==> src/rtl/plab4_net_router_output_terminal_ctrl_tp.sv <==
// Terminal-side output controller for a two-domain timing-protected ring router.
// Optional same-cycle bypass of an empty queue: define PLAB4_NET_OTC_BYPASS_EN.
module plab4_net_router_output_terminal_ctrl_tp #(
    parameter int p_router_id      = 0,
    parameter int p_num_routers    = 8,
    parameter int p_msg_nbits      = 32,
    parameter int p_queue_depth    = 2,
    parameter int p_num_free_nbits = 3
) (
    input  logic                        clk,
    input  logic                        reset,
    input  logic                        domain,
    input  logic [2:0]                  reqs,
    output logic [2:0]                  grants,
    input  logic [p_msg_nbits-1:0]      in_msg,
    output logic                        out_val_d0,
    input  logic                        out_rdy_d0,
    output logic [p_msg_nbits-1:0]      out_msg_d0,
    output logic                        out_val_d1,
    input  logic                        out_rdy_d1,
    output logic [p_msg_nbits-1:0]      out_msg_d1,
    output logic [p_num_free_nbits-1:0] num_free_d0,
    output logic [p_num_free_nbits-1:0] num_free_d1
);

    localparam int c_ptr_nbits = (p_queue_depth > 1) ? $clog2(p_queue_depth) : 1;

    typedef logic [c_ptr_nbits-1:0]      ptr_t;
    typedef logic [p_num_free_nbits-1:0] cnt_t;

    localparam cnt_t c_depth = cnt_t'(p_queue_depth);

    // Router identity is carried only for hierarchy consistency.
    logic [31:0] unused_params;
    assign unused_params = 32'(p_router_id) ^ 32'(p_num_routers);

    function automatic logic [2:0] rr_pick(input logic [2:0] req, input logic [2:0] prio);
        logic [2:0] g;
        int         base;
        int         idx;
        g    = '0;
        base = 0;
        for (int i = 0; i < 3; i++)
            if (prio[i]) base = i;
        // Walk from farthest to nearest so the nearest requester wins.
        for (int k = 2; k >= 0; k--) begin
            idx = (base + k) % 3;
            if (req[idx]) g = 3'b001 << idx;
        end
        return g;
    endfunction

    function automatic ptr_t ptr_inc(input ptr_t p);
        if (p == ptr_t'(p_queue_depth - 1)) return '0;
        return p + ptr_t'(1);
    endfunction

    logic [2:0]             prio  [2];
    cnt_t                   count [2];
    ptr_t                   head  [2];
    ptr_t                   tail  [2];
    logic [p_msg_nbits-1:0] mem   [2][p_queue_depth];

    logic [1:0] rdy;
    logic [1:0] push;
    logic [1:0] pop;
    logic [1:0] byp;
    logic [1:0] val;
    logic [2:0] prio_act;
    logic       space_act;
    logic       grant_any;

    assign rdy = {out_rdy_d1, out_rdy_d0};

    // Grant enable looks only at the registered count of the active domain.
    always_comb begin
        prio_act  = domain ? prio[1] : prio[0];
        space_act = (domain ? count[1] : count[0]) < c_depth;
        grants    = '0;
        if (reset && space_act) grants = rr_pick(reqs, prio_act);
    end

    assign grant_any = |grants;

    always_comb begin
        for (int d = 0; d < 2; d++) begin
`ifdef PLAB4_NET_OTC_BYPASS_EN
            byp[d]  = grant_any && (domain == 1'(d)) && (count[d] == '0) && rdy[d];
`else
            byp[d]  = 1'b0;
`endif
            push[d] = grant_any && (domain == 1'(d)) && !byp[d];
            pop[d]  = (count[d] != '0) && rdy[d];
            val[d]  = (count[d] != '0) || byp[d];
        end
    end

    assign out_val_d0  = val[0];
    assign out_val_d1  = val[1];
    assign out_msg_d0  = byp[0] ? in_msg : mem[0][head[0]];
    assign out_msg_d1  = byp[1] ? in_msg : mem[1][head[1]];
    assign num_free_d0 = c_depth - count[0];
    assign num_free_d1 = c_depth - count[1];

    always_ff @(posedge clk or negedge reset) begin
        if (!reset) begin
            for (int d = 0; d < 2; d++) begin
                count[d] <= '0;
                head[d]  <= '0;
                tail[d]  <= '0;
                prio[d]  <= 3'b001;
            end
        end else begin
            for (int d = 0; d < 2; d++) begin
                if (push[d]) tail[d] <= ptr_inc(tail[d]);
                if (pop[d])  head[d] <= ptr_inc(head[d]);
                if (push[d] && !pop[d])
                    count[d] <= count[d] + cnt_t'(1);
                else if (pop[d] && !push[d])
                    count[d] <= count[d] - cnt_t'(1);
            end
            // Only the active domain's pointer rotates; the other holds.
            if (grant_any) begin
                if (domain) prio[1] <= {grants[1:0], grants[2]};
                else        prio[0] <= {grants[1:0], grants[2]};
            end
        end
    end

    always_ff @(posedge clk) begin
        for (int d = 0; d < 2; d++)
            if (push[d]) mem[d][tail[d]] <= in_msg;
    end

endmodule

==> config.mk <==
export PLATFORM = sky130hd
export DESIGN_NAME = plab4_net_router_output_terminal_ctrl_tp
export DESIGN_NICKNAME = d
export VERILOG_FILES = /design/src/rtl/plab4_net_router_output_terminal_ctrl_tp.sv
export SDC_FILE = /design/constraint.sdc
export NUM_CORES = 1
export LEC_CHECK = 0
export ABC_CLOCK_PERIOD_IN_PS = 3300
export BUFFER_PORTS_ARGS = -buffer_cell sky130_fd_sc_hd__buf_4
export CAP_MARGIN = 15
export CORE_ASPECT_RATIO = 0.5
export CORE_MARGIN = 2
export CORE_UTILIZATION = 54
export CTS_CLUSTER_DIAMETER = 60
export DETAILED_ROUTE_END_ITERATION = 10
export PLACE_DENSITY = 0.85
export SYNTH_ARGS = -nofsm -noshare
export SYNTH_HDL_FRONTEND = slang
export SYNTH_SLANG_ARGS = --single-unit
export TNS_END_PERCENT = 100
==> constraint.sdc <==
create_clock -name clk -period 3.3 [get_ports clk]
set_input_delay 0.33 -clock clk [delete_from_list [all_inputs] [get_ports clk]]
set_output_delay 0.33 -clock clk [all_outputs]
set_load 0.05 [all_outputs]
# --- Word-level counts from Yosys, hierarchy flattened ---
# Memories as Yosys holds them, arrays and structs flattened.
# Cells that the tools add are included.
totals:
  regBits: 16
  ramBits: 128
  input_bits: 40
  out_inout_bits: 75
  word_cells: 120
  mem_count: 1
mem_list:
  columns: ["name", "words", "word_bits", "rd", "rd_clocked_by_memory_dff", "write_ports", "line_no", "source"]
  rows:
  - ["mem", 2, 64, 2, 0, 1, "62", "logic [p_msg_nbits-1:0] mem [2][p_queue_depth];"]
op_classes:
  addsub: 12
  div: 3
  order_cmp: 10
  shifts: 3
  n_mux: 55
  n_bitwise: 5
  reduce_logical: 23
op_table:
  columns: ["op", "count"]
  rows:
  - ["2-to-1 mux 32 bit", 9]
  - ["2-to-1 mux 64 bit", 4]
  - ["less-than comparator 32 x 4 -> 1 bit, second input constant", 3]
  - ["modulo 32 x 3 -> 32 bit, second input constant", 3]
  - ["left shift 1 x 32 -> 3 bit, first input constant", 3]
  - ["demux 32 bit (select 1 bit)", 2]
  - ["OR reduction 64 bit", 1]
  - ["adder 32 x 2 -> 32 bit, second input constant", 1]
  - ["adder 32 x 3 -> 32 bit, second input constant", 1]
  - ["2-to-1 mux 3 bit", 10]
  - ["2-to-1 mux 1 bit", 26]
  - ["logical AND 1 bit", 11]
  - [">= comparator 2 bit, second input constant", 4]
  - ["NOT 1 -> 2 bit", 4]
  - ["adder 3 x 1 -> 3 bit, second input constant", 2]
  - ["binary-select mux 1 bit (select 2 bit)", 3]
  - ["nonzero test 3 bit", 2]
  - ["subtractor 2 x 3 -> 3 bit, first input constant", 2]
  - ["subtractor 3 x 1 -> 3 bit, second input constant", 2]
  - ["adder 1 bit, second input constant", 4]
  - ["zero test 1 bit", 4]
  - ["less-than comparator 2 x 1 -> 1 bit, second input constant", 2]
  - ["AND reduction 2 bit", 2]
  - ["nonzero test 2 bit", 2]
  - ["4 further kinds", 4]

# --- Logic depth before layout (Yosys ltp) ---
# Gate-level depths: netlist (run 1).
depth:
  ltp_word: 19
  depth_mapped: 11

# --- Worst setup path before layout (run 1) ---
# Ideal clock, no wire load.
synth_path:
  path_type: "input-to-reg"
  from: "input port domain"
  to: "memory mem[0][100] (netlist bit) (enable)"
  setup_time_ps: 421
  arrival_time_ps: 2335
  required_ps: 2879
  slack_ps: 544
  stages: 5
  n_path_buf: 1
  path_cell_list: "buf_6 nor3_1 o21a_4 nand3b_4 nor2_1"
synth_between:
  elab_chain_cells: 19
  word_cells_on_any_way: 39
  cone_classes: "2 x add/sub; 3 x div; 1 x order compare; 3 x shift; 24 x mux; 1 x bitwise; 5 x reduce/logical"
synth_lines:
  columns: ["element", "line_no", "source"]
  rows:
  - ["start, declared", "12", "input logic domain,"]
  - ["2-to-1 mux 3 bit", "77", "prio_act = domain ? prio[1] : prio[0];"]
  - ["2-to-1 mux 1 bit", "44", "if (prio[i]) base = i;"]
  - ["2-to-1 mux 2 bit", "44", null]
  - ["2-to-1 mux 32 bit", "80", "if (reset && space_act) grants = rr_pick(reqs, prio_act);"]
  - ["adder 32 x 3 -> 32 bit", "47", "idx = (base + k) % 3;"]
  - ["modulo 32 x 3 -> 32 bit", "47", null]
  - ["binary-select mux 1 bit (select 2 bit)", "48", "if (req[idx]) g = 3'b001 << idx;"]
  - ["2-to-1 mux 1 bit (not written as such) (2 in series)", "48", null]
  - ["2-to-1 mux 3 bit (3 in series)", "48", null]
  - ["2-to-1 mux 3 bit", "80", null]
  - ["OR reduction 3 bit", "83", "assign grant_any = |grants;"]
  - ["logical AND 1 bit", "92", "push[d] = grant_any && (domain == 1'(d)) && !byp[d];"]
  - ["2-to-1 mux 1 bit", "132", "if (push[d]) mem[d][tail[d]] <= in_msg;"]
  - ["2-to-1 mux 64 bit (not written as such)", "132", null]
  - ["OR reduction 64 bit (no source line)", null, null]
  - ["2-to-1 mux 1 bit (no source line) / 2-to-1 mux 64 bit (equally long branches)", null, null]
  - ["end, declared", "62", null]
# Several ways; a longest one is shown, not always the timed one. The select of a mux whose other input is x is not followed.

# --- Final worst setup path (run 1) ---
layout_path:
  from: "register head[0] (netlist bit)"
  to: "output port out_msg_d1[3]"
layout_between:
  elab_chain_cells: 4
layout_lines:
  columns: ["element", "line_no", "source"]
  rows:
  - ["start, declared", "60", "ptr_t head [2];"]
  - ["start signal, assigned by index", "116", "if (pop[d]) head[d] <= ptr_inc(head[d]);"]
  - ["NOT 1 -> 2 bit (not written as such)", "101", "assign out_msg_d1 = byp[1] ? in_msg : mem[1][head[1]];"]
  - ["2-to-1 mux 32 bit (not written as such) (3 in series)", "101", null]
  - ["end, declared", "21", "output logic [p_msg_nbits-1:0] out_msg_d1,"]
# Every way passes these cells. The select of a mux whose other input is x is not followed.

==> results of run 1 <==
## worst register-to-register path, delay by kind of cell (launching register included)
| family | cells | cell delay [ns] |
|---|---|---|
| adder cells (fa/ha/maj) | 2 | 0.55 |
| flip-flops | 1 | 0.45 |
| buffers and inverters | 2 | 0.14 |
| AO/OA/AOI/OAI | 1 | 0.20 |
| XOR/XNOR | 2 | 0.32 |
| AND/OR/NAND/NOR | 3 | 0.49 |
## routing by layer
| metal | global-route usage [%] | routed length, um | vias to the layer above |
|---|---|---|---|
| met5 | 0 | 0 | - |
| met3 | 6.83 | 571 | 28 |
| met2 | 35.9 | 5600 | 90 |
| met4 | 9.08 | 323 | 0 |
| met1 | 23.0 | 4350 | 1461 |
| li1 | - | - | 1333 |
## cells in the final DEF, fill, tap and decap left out, types with 2 or more instances in the layout
cell type  synthesis  routed
nor3_1             2       2
clkinv_2           0       6
xnor2_1            6       6
clkinv_4           0       2
ha_1               6       6
nor2_1             7       4
edfxtp_1         128     128
o211a_1            2       2
mux2_1            23      23
inv_2              2       2
buf_4              2     119
mux2_2            43      43
mux2i_1            2       2
a21oi_1            2       2
clkbuf_16          0      17
nand2_1            2       2
a22o_1             4       4
bufinv_16          0       3
fa_1               2       2
nor2_4             0       3
dfrtp_1           14      14
xor2_1             6       6
inv_1             10      10
nand2b_1           2       2
## cell families (layout without fill, tap and decap cells)
logic type,Yosys count,after routing,share of synthesized area [%]
compound gates,11,11,1.93
buf+inv,23,163,1.97
flops,142,142,76.0
xor+xnor,12,12,1.91
simple gates,18,18,1.95
fa+ha+maj,8,8,2.09
mux,69,69,14.1
## registers in the layout, indices dropped and copies added, names as in the netlist
| name | cells |
|---|---|
| tail | 2 |
| count | 6 |
| head | 2 |
| mem | 128 |
| prio | 4 |
## area by class of cell
class                      instances  share of cell area (%)
clock buffer                      18                    6.02
clock inverter                    13                    2.09
inverter                          12                   0.632
multi-input combinational        118                    17.3
sequential                       142                    58.8
tap                              140                    2.46
timing repair buffer             120                    12.7
## final timing paths
check / start / to / slack (ns)
min in group asynchronous: reset / count[3] / 0.31
max in group asynchronous: reset / count[0] / 2.81
worst min register to register: prio[4] / prio[4] / 0.51
worst max register to register: count[1] / count[5] / 1.08
worst max-delay path: head[0] / out_msg_d1[3] / 1.04
worst min-delay path: in_msg[21] / mem[0][53] / 0.12
## power by group through the flow
| stage | Combinational (mW) | Clock (mW) | Sequential [mW] |
|---|---|---|---|
| 2_1_floorplan | 1.97 | 0 | 2.28 |
| 3_3_place_gp | 2.63 | 0 | 2.32 |
| 3_5_place_dp | 2.65 | 0 | 2.33 |
| 4_1_cts | 2.68 | 1.90 | 2.30 |
| 5_1_grt | 2.78 | 1.97 | 2.33 |
| 6_report | 2.66 | 1.88 | 2.30 |
==> results_dict.tcl, run 1 <==
set metrics [dict create \
    max_stage_delay_ns 0.48 \
    syn_avg_cell_area_um2 19.5 \
    yosysTopAreaCell "edfxtp_1" \
    clock.fmax_mhz 443 \
    seq_area_frac_synth_pct 76.0 \
    finalPower_mw 6.85 \
    insertedDiodeCount 0 \
    die_h_um 75.5 \
    fin_setup_tns_ns 0 \
    synth_seq_cells 142 \
    grt_usage_pct 20.1 \
    cp.arrival_ns 1.93 \
    drv_slew 0 \
    dp_slack_ns 1.04 \
    fin_crit_sh_pct 68.3 \
    grt_pass1_vias 3095 \
    clkPwrFrac_pct 27.4 \
    drtAntennaViolNets 0 \
    dpl_cell_area_mm2 0.00654 \
    portBuffers 114 \
    cpMostUsedCell "buf_4" \
    synthTopCellsByCount "edfxtp_1, mux2_2, mux2_1, dfrtp_1, inv_1" \
    synthFlopType "edfxtp_1" \
    relSlewSlack_pct 43.8 \
    cts_setup_buffers 0 \
    cts-resized-gates 0 \
    p_per_area_mw_per_mm2 960 \
    combPwrFrac_pct 38.9 \
    clock_latency_ns 0.41 \
    seqPwrFrac_pct 33.6 \
    cts.clk_slew.worst_paths_ns 0.06 \
    grt_pass1_wl_um 16200 \
    dr_total_vias 2912 \
    vdd_drop_max_mv 0.802 \
    htreeDepth 4 \
    fin_nets 459 \
    wire_per_inst_um 19.3 \
    p_leak_nw 2.75 \
    setup_ws_ns 1.04 \
    yosysMostFrequentCell "edfxtp_1" \
    wirelength_um 10800 \
    die_w_um 147 \
    final_layout_size_suffix_gt1_share_pct 48.2 \
    stdcell_area_mm2 0.00713 \
    regArea_mm2 0.00419 \
    end_kind "output port" \
    maxCapViolations 0 \
    drt-pass1-iter-count 4 \
    drc 0 \
    finalWeightedCongestion 0.729 \
    p_sw_mw 2.62 \
    ys_warn_count 0 \
    whs_ns 0.116 \
    required_ns 2.97 \
    multiInputGateArea_mm2 0.00124 \
    clockBufferDepth 2 \
    coreArea_mm2 0.0101 \
    fillerInstances 606 \
    instances_no_fill 563 \
    dieArea_mm2 0.0111 \
    cp_num_buf_inv 2 \
    path_cells "buf_4 > mux2_1 > buf_4" \
    critPathSlowestCell "dfrtp_1" \
    startpoint_type "flip-flop" \
    grt_antenna_before_repair 0 \
    synthCells 283 \
    drtIter0Drc 164 \
    cp_top_family "buffers and inverters" \
    status "complete, no violations" \
    syn_to_final_growth_pct 29.3 \
    overflow 0 \
    hold_class "in -> reg" \
    period_minus_slack_ns 2.26 \
    io_pins 115 \
    reg2regPathDepth 10 \
    cts.root.buffer_cell "clkbuf_16" \
    cts_tree "yes" \
    synth.distinct_cells 31 \
    syn_nets 331 \
    fp-row-count 26 \
    hold_depth 1 \
    p_int_mw 4.22 \
    numClockSinks 142 \
    finalSetupViolCount 0 \
    syn_area_mm2 0.00552 \
    hold_buffers 1 \
    start_util_pct 54.7 \
    hold_violations 0 \
    crit_fanout 28 \
    synth_top_area_share_pct 69.7 \
    async_reset_ff_share_pct 9.86 \
    dpl.cell_count 531 \
    fin_util_pct 70.7 \
    grt_max_degree 33 \
    path_class "reg -> out" \
    worst_pin_slew_ns 0.842 \
    synth_edf_count 128 \
    p_sw_share_pct 38.3 \
    cts_buffers 17 \
    rsz0062_at_grt "false" \
    cp_num_cells 3 \
    hpwl_um 6590 \
    ys_top_cells_by_area "edfxtp_1, mux2_2, dfrtp_1" \
    fin_skew_ns 0.00618 \
    routed_via_density 5.17 \
]
Power figures use the tool's default switching activity.
==> inputs of run 2 (changes only) <==
- ABC_CLOCK_PERIOD_IN_PS: 3300 -> 2100
- clock period: 3.3 -> 2.1 ns (I/O delays scaled with it)
==> results_dict.tcl, run 2 (synthesized netlist as in run 1, its figures left out) <==
set metrics [dict create \
    rsz0062_at_grt "true" \
    mostFrequentLayoutCells "buf_4, edfxtp_1, mux2_2" \
    worst_pin_slew_ns 0.324 \
    path_class "reg -> reg" \
    wirelength_um 12200 \
    fp-row-count 26 \
    clock.fmax_mhz 502 \
    drtIter0Drc 225 \
    cp.arrival_ns 2.33 \
    maxCapViolations 0 \
    hold_violations 0 \
    portBuffers 114 \
    use_met2_pct 41.0 \
    combPwrFrac_pct 40.7 \
    final_common_cell "buf_4" \
    period_minus_slack_ns 1.99 \
    drc 0 \
    syn_to_final_growth_pct 39.3 \
    fin_crit_sh_pct 94.9 \
    grt.met3_usage_pct 4.73 \
    finalPower_mw 11.2 \
    die_w_um 147 \
    p_sw_share_pct 38.7 \
    start_util_pct 54.7 \
    crit_fanout 6 \
    grt_antenna_before_repair 0 \
    status "complete, no violations" \
    finalSetupViolCount 0 \
    cts.root.buffer_cell "clkbuf_16" \
    seqPwrFrac_pct 31.7 \
    dieArea_mm2 0.0111 \
    startpoint_type "flip-flop" \
    hpwl_um 6840 \
    reg2regPathDepth 10 \
    htreeDepth 4 \
    setup_ws_ns 0.107 \
    busiest_layer "met2" \
    clockBufferDepth 2 \
    finalWeightedCongestion 0.789 \
    cts_buffers 17 \
    wire_per_inst_um 20.0 \
    hold_class "in -> reg" \
    grt_pass1_wl_um 17900 \
    final_layout_size_suffix_gt1_share_pct 48.6 \
    cts.clk_slew.worst_paths_ns 0.06 \
    end_kind "flip-flop" \
    dpl.cell_count 547 \
    fin_setup_tns_ns 0 \
    vdd_drop_max_mv 1.53 \
    met1_usage_pct 26.0 \
    numClockSinks 142 \
    grt_usage_pct 22.5 \
    clock_latency_ns 0.41 \
    drtAntennaViolNets 0 \
    relSlewSlack_pct 78.3 \
    routed_via_density 5.22 \
    fin_nets 508 \
    clkPwrFrac_pct 27.6 \
    grt_max_degree 30 \
    instances_no_fill 613 \
    insertedDiodeCount 0 \
    drv_slew 0 \
    grt_pass1_vias 3287 \
    fin_skew_ns 0.00716 \
    p_leak_nw 2.99 \
    p_per_area_mw_per_mm2 1460 \
    p_int_mw 6.88 \
    die_h_um 75.5 \
    drt-pass1-iter-count 4 \
    coreArea_mm2 0.0101 \
    p_sw_mw 4.34 \
    dp_slack_ns 0.0589 \
    io_pins 115 \
    cts_tree "yes" \
    overflow 0 \
    dr_total_vias 3198 \
    hold_depth 3 \
    largest_reg_flops 128 \
    required_ns 2.44 \
]
run 2: cell count changes in the layout (fill, tap and decap cells not counted), moves of 4 or more:
cell           previous run  this run
buf_12                    0         4
inv_6                     0         4
dlygate4sd3_1             1        33
buf_4                   119       132
clkinv_2                  6         1
run 2: power groups by stage:
stage          Combinational [mW]  Sequential [mW]  Clock (mW)
4_1_cts                      4.52             3.55        3.11
2_1_floorplan                3.13             3.59           0
6_report                     4.57             3.55        3.10
3_5_place_dp                 4.42             3.60           0
3_3_place_gp                 4.39             3.57           0
5_1_grt                      4.76             3.58        3.25
run 2: metrics by stage:
stage          utilization [%]  hold slack [ns]  area [um^2]
2_1_floorplan                -          -0.0856         5540
3_3_place_gp              66.6            0.180         6720
3_5_place_dp              66.6            0.182         6720
4_1_cts                   76.0            0.100         7660
5_1_grt                   76.2            0.111         7680
6_report                  76.2            0.120         7680
run 2: critical path, stage by stage (launching register included):
cell and delay (ns):
dfrtp_1 0.40, nor3_2 0.19, o21a_4 0.20, nand3b_4 0.08, inv_2 0.05, ha_2 0.17
inv_1 0.05, fa_1 0.36, xor2_1 0.15, nor2_1 0.11, xor2_1 0.14
run 2: cell type report:
cell class | count | area [um^2]
inverters | 12 | 45.0
well taps | 140 | 175
clock buffers | 17 | 425
flip-flops and latches | 142 | 4190
clock inverters | 15 | 185
fillers | 536 | 2400
repair buffers | 169 | 1400
multi-input cells | 118 | 1260
run 2: what timing repair did:
action / 4_1_cts / 5_1_grt
setup buffers: 0 / 1
hold buffers: 33 / 0
gates resized for setup: 0 / 5
endpoints found under the hold margin: 140 / 0
setup endpoints to repair: 0 / 3
run 2: final timing paths:
| check | from | endpoint | slack [ns] |
|---|---|---|---|
| setup / recovery | count[5] | count[2] | 0.11 |
| min in group asynchronous | reset | head[1] | 0.29 |
| max in group asynchronous | reset | tail[1] | 1.64 |
| hold reg to reg | prio[1] | prio[1] | 0.51 |
| hold / removal | out_rdy_d1 | head[0] | 0.12 |
| setup reg to reg | count[5] | count[2] | 0.11 |
run 2: layer usage:
layer	vias up	wire length, um
met1	1602	4830
met5	-	0
met3	28	617
li1	1432	-
met2	136	6440
met4	0	351
==> inputs of run 3 (changes only) <==
--- a/config.mk
+++ b/config.mk
@@ -9,5 +9,5 @@
 export BUFFER_PORTS_ARGS = -buffer_cell sky130_fd_sc_hd__buf_4
 export CAP_MARGIN = 15
-export CORE_ASPECT_RATIO = 0.5
+export CORE_ASPECT_RATIO = 1.1
 export CORE_MARGIN = 2
 export CORE_UTILIZATION = 54
==> constraint.sdc (replaced) <==
create_clock -name clk -period 2.1 [get_ports clk]
set_input_delay 0 -clock clk [delete_from_list [all_inputs] [get_ports clk]]
set_output_delay 0 -clock clk [all_outputs]
set_load 0.05 [all_outputs]
==> results_dict.tcl, run 3 (synthesized netlist as in run 1, its figures left out) <==
set metrics [dict create \
    insertedDiodeCount 0 \
    reg2reg_to "count[5]" \
    cts.clk_slew.worst_paths_ns 0.06 \
    rsz0062_at_grt "true" \
    mostFrequentLayoutCells "buf_4, edfxtp_1, mux2_2" \
    grt_max_degree 29 \
    p_per_area_mw_per_mm2 1440 \
    period_minus_slack_ns 2.06 \
    status "complete, no violations" \
    grt_pass1_vias 3195 \
    reg2regPathDepth 10 \
    cts_buffers 17 \
    clockBufferDepth 2 \
    fin_skew_ns 0.00667 \
    fin_nets 514 \
    die_h_um 110 \
    cp_num_buf_inv 2 \
    dpl.cell_count 525 \
    cts.root.buffer_cell "clkbuf_8" \
    required_ns 2.53 \
    io_pins 115 \
    seqPwrFrac_pct 31.9 \
    dr_total_vias 3130 \
    path_class "reg -> reg" \
    grt_usage_pct 20.5 \
    routed_via_density 5.25 \
    hpwl_um 6470 \
    drv_slew 0 \
    hold_class "in -> reg" \
    grt_antenna_before_repair 0 \
    p_leak_nw 3.01 \
    drt-pass1-iter-count 5 \
    p_int_mw 6.94 \
    final_layout_size_suffix_gt1_share_pct 48.1 \
    instances_no_fill 596 \
    coreArea_mm2 0.00989 \
    relSlewSlack_pct 55.4 \
    multiInputGateArea_mm2 0.00129 \
    overflow 0 \
    drc 0 \
    die_w_um 100 \
    portBuffers 114 \
    largest_reg_flops 128 \
    cp.arrival_ns 2.49 \
    end_kind "flip-flop" \
    reg2reg_from "count[4]" \
    startpoint_type "flip-flop" \
    p_sw_share_pct 37.6 \
    wire_per_inst_um 18.8 \
    worst_pin_slew_ns 0.667 \
    cp_top_family "simple AND/OR/NAND/NOR gates" \
    crit_path_start "count[4]" \
    drtAntennaViolNets 0 \
    clock.fmax_mhz 485 \
    cp-endpoint "count[5]" \
    critPathSlowestCell "dfrtp_1" \
    clock_latency_ns 0.51 \
    vdd_drop_max_mv 1.65 \
    dieArea_mm2 0.0110 \
    start_util_pct 55.8 \
    htreeDepth 4 \
    combPwrFrac_pct 41.3 \
    clkPwrFrac_pct 26.8 \
    drtIter0Drc 119 \
    max_stage_delay_ns 0.41 \
    maxCapViolations 0 \
    crit_fanout 5 \
    cts_tree "yes" \
    grt_pass1_wl_um 16400 \
    fin_util_pct 78.2 \
    finalWeightedCongestion 0.813 \
    finalSetupViolCount 0 \
    fin_crit_sh_pct 98.2 \
    hold_violations 0 \
    fp-row-count 38 \
    path_cells "nor3_2 > o21a_4 > nand2_2 > inv_2 > ha_4 > inv_1 > fa_2 > xor2_1 > nor2_1 > xor2_1" \
    cpMostUsedCell "xor2_1" \
    cp_num_cells 10 \
    regArea_mm2 0.00419 \
    syn_to_final_growth_pct 40.2 \
    final_common_cell "buf_4" \
    wirelength_um 11200 \
    p_sw_mw 4.18 \
    ff2ff_setup_slack_ns 0.04 \
    fillerInstances 548 \
    numClockSinks 142 \
]
[run 3: changes by cell type in the layout (fill, tap and decap cells not counted), sizes merged]
cell,delta
buf,-1
bufinv,+1
clkinv,+3
dlygate4sd3,+7
clkinvlp,-2
inv,-5
[run 3: area by class of cell]
class | count | area share [%]
clock buffer | 17 | 5.36
inverter | 12 | 0.583
sequential | 142 | 54.2
timing repair buffer | 175 | 19.0
tap | 120 | 1.94
multi-input combinational | 118 | 16.7
clock inverter | 12 | 2.23
[run 3: layer usage]
metal / track usage [%] / vias to the layer above / wire [um]
li1: - / 1436 / -
met1: 24.0 / 1571 / 4530
met2: 34.9 / 103 / 5850
met3: 7.38 / 20 / 623
met4: 7.63 / 0 / 177
met5: 0 / - / 0
[run 3: tightest hold or removal path: stages]
cell and delay [ns]:
buf_4 0.13, a21oi_1 0.11, o211a_1 0.21, a22o_1 0.13
[run 3: how the worst min path moves through the flow]
stage / from / endpoint / cells past startpoint
6_report: reqs[2] / prio[4] / 4
5_1_grt: reqs[2] / prio[2] / 4
4_1_cts: reqs[2] / prio[4] / 4
3_5_place_dp: reset / count[0] / 1
3_3_place_gp: reset / count[0] / 1
2_1_floorplan: reset / count[0] / 0
[run 3: power groups by stage]
stage / logic [mW] / registers, mW / clock network (mW)
6_report: 4.59 / 3.55 / 2.98
5_1_grt: 4.81 / 3.57 / 3.13
4_1_cts: 4.56 / 3.55 / 3.01
3_5_place_dp: 4.43 / 3.60 / 0
3_3_place_gp: 4.38 / 3.58 / 0
2_1_floorplan: 3.13 / 3.59 / 0
[run 3: metrics by stage]
step,setup TNS (ns),hold slack [ns],worst slack [ns],area (um^2),power [mW]
after floorplan,0,-0.296,0.0221,5540,6.72
after global placement,0,-0.134,0.113,6680,7.96
after detailed placement,0,-0.127,0.0527,6680,8.03
after CTS,0,0.0825,0.0122,7690,11.1
after global routing,-0.0504,0.108,-0.0305,7730,11.5
final,0,0.104,0.0382,7730,11.1
[run 3: what timing repair did]
| item | 4_1_cts | 5_1_grt |
|---|---|---|
| pin swaps | 3 | 6 |
| resized for setup | 4 | 8 |
| endpoints found under the hold margin | 150 | 0 |
| setup endpoints to repair | 1 | 3 |
| gates cloned | 0 | 0 |
| buffers inserted | 0 | 2 |
| hold buffers | 40 | 0 |
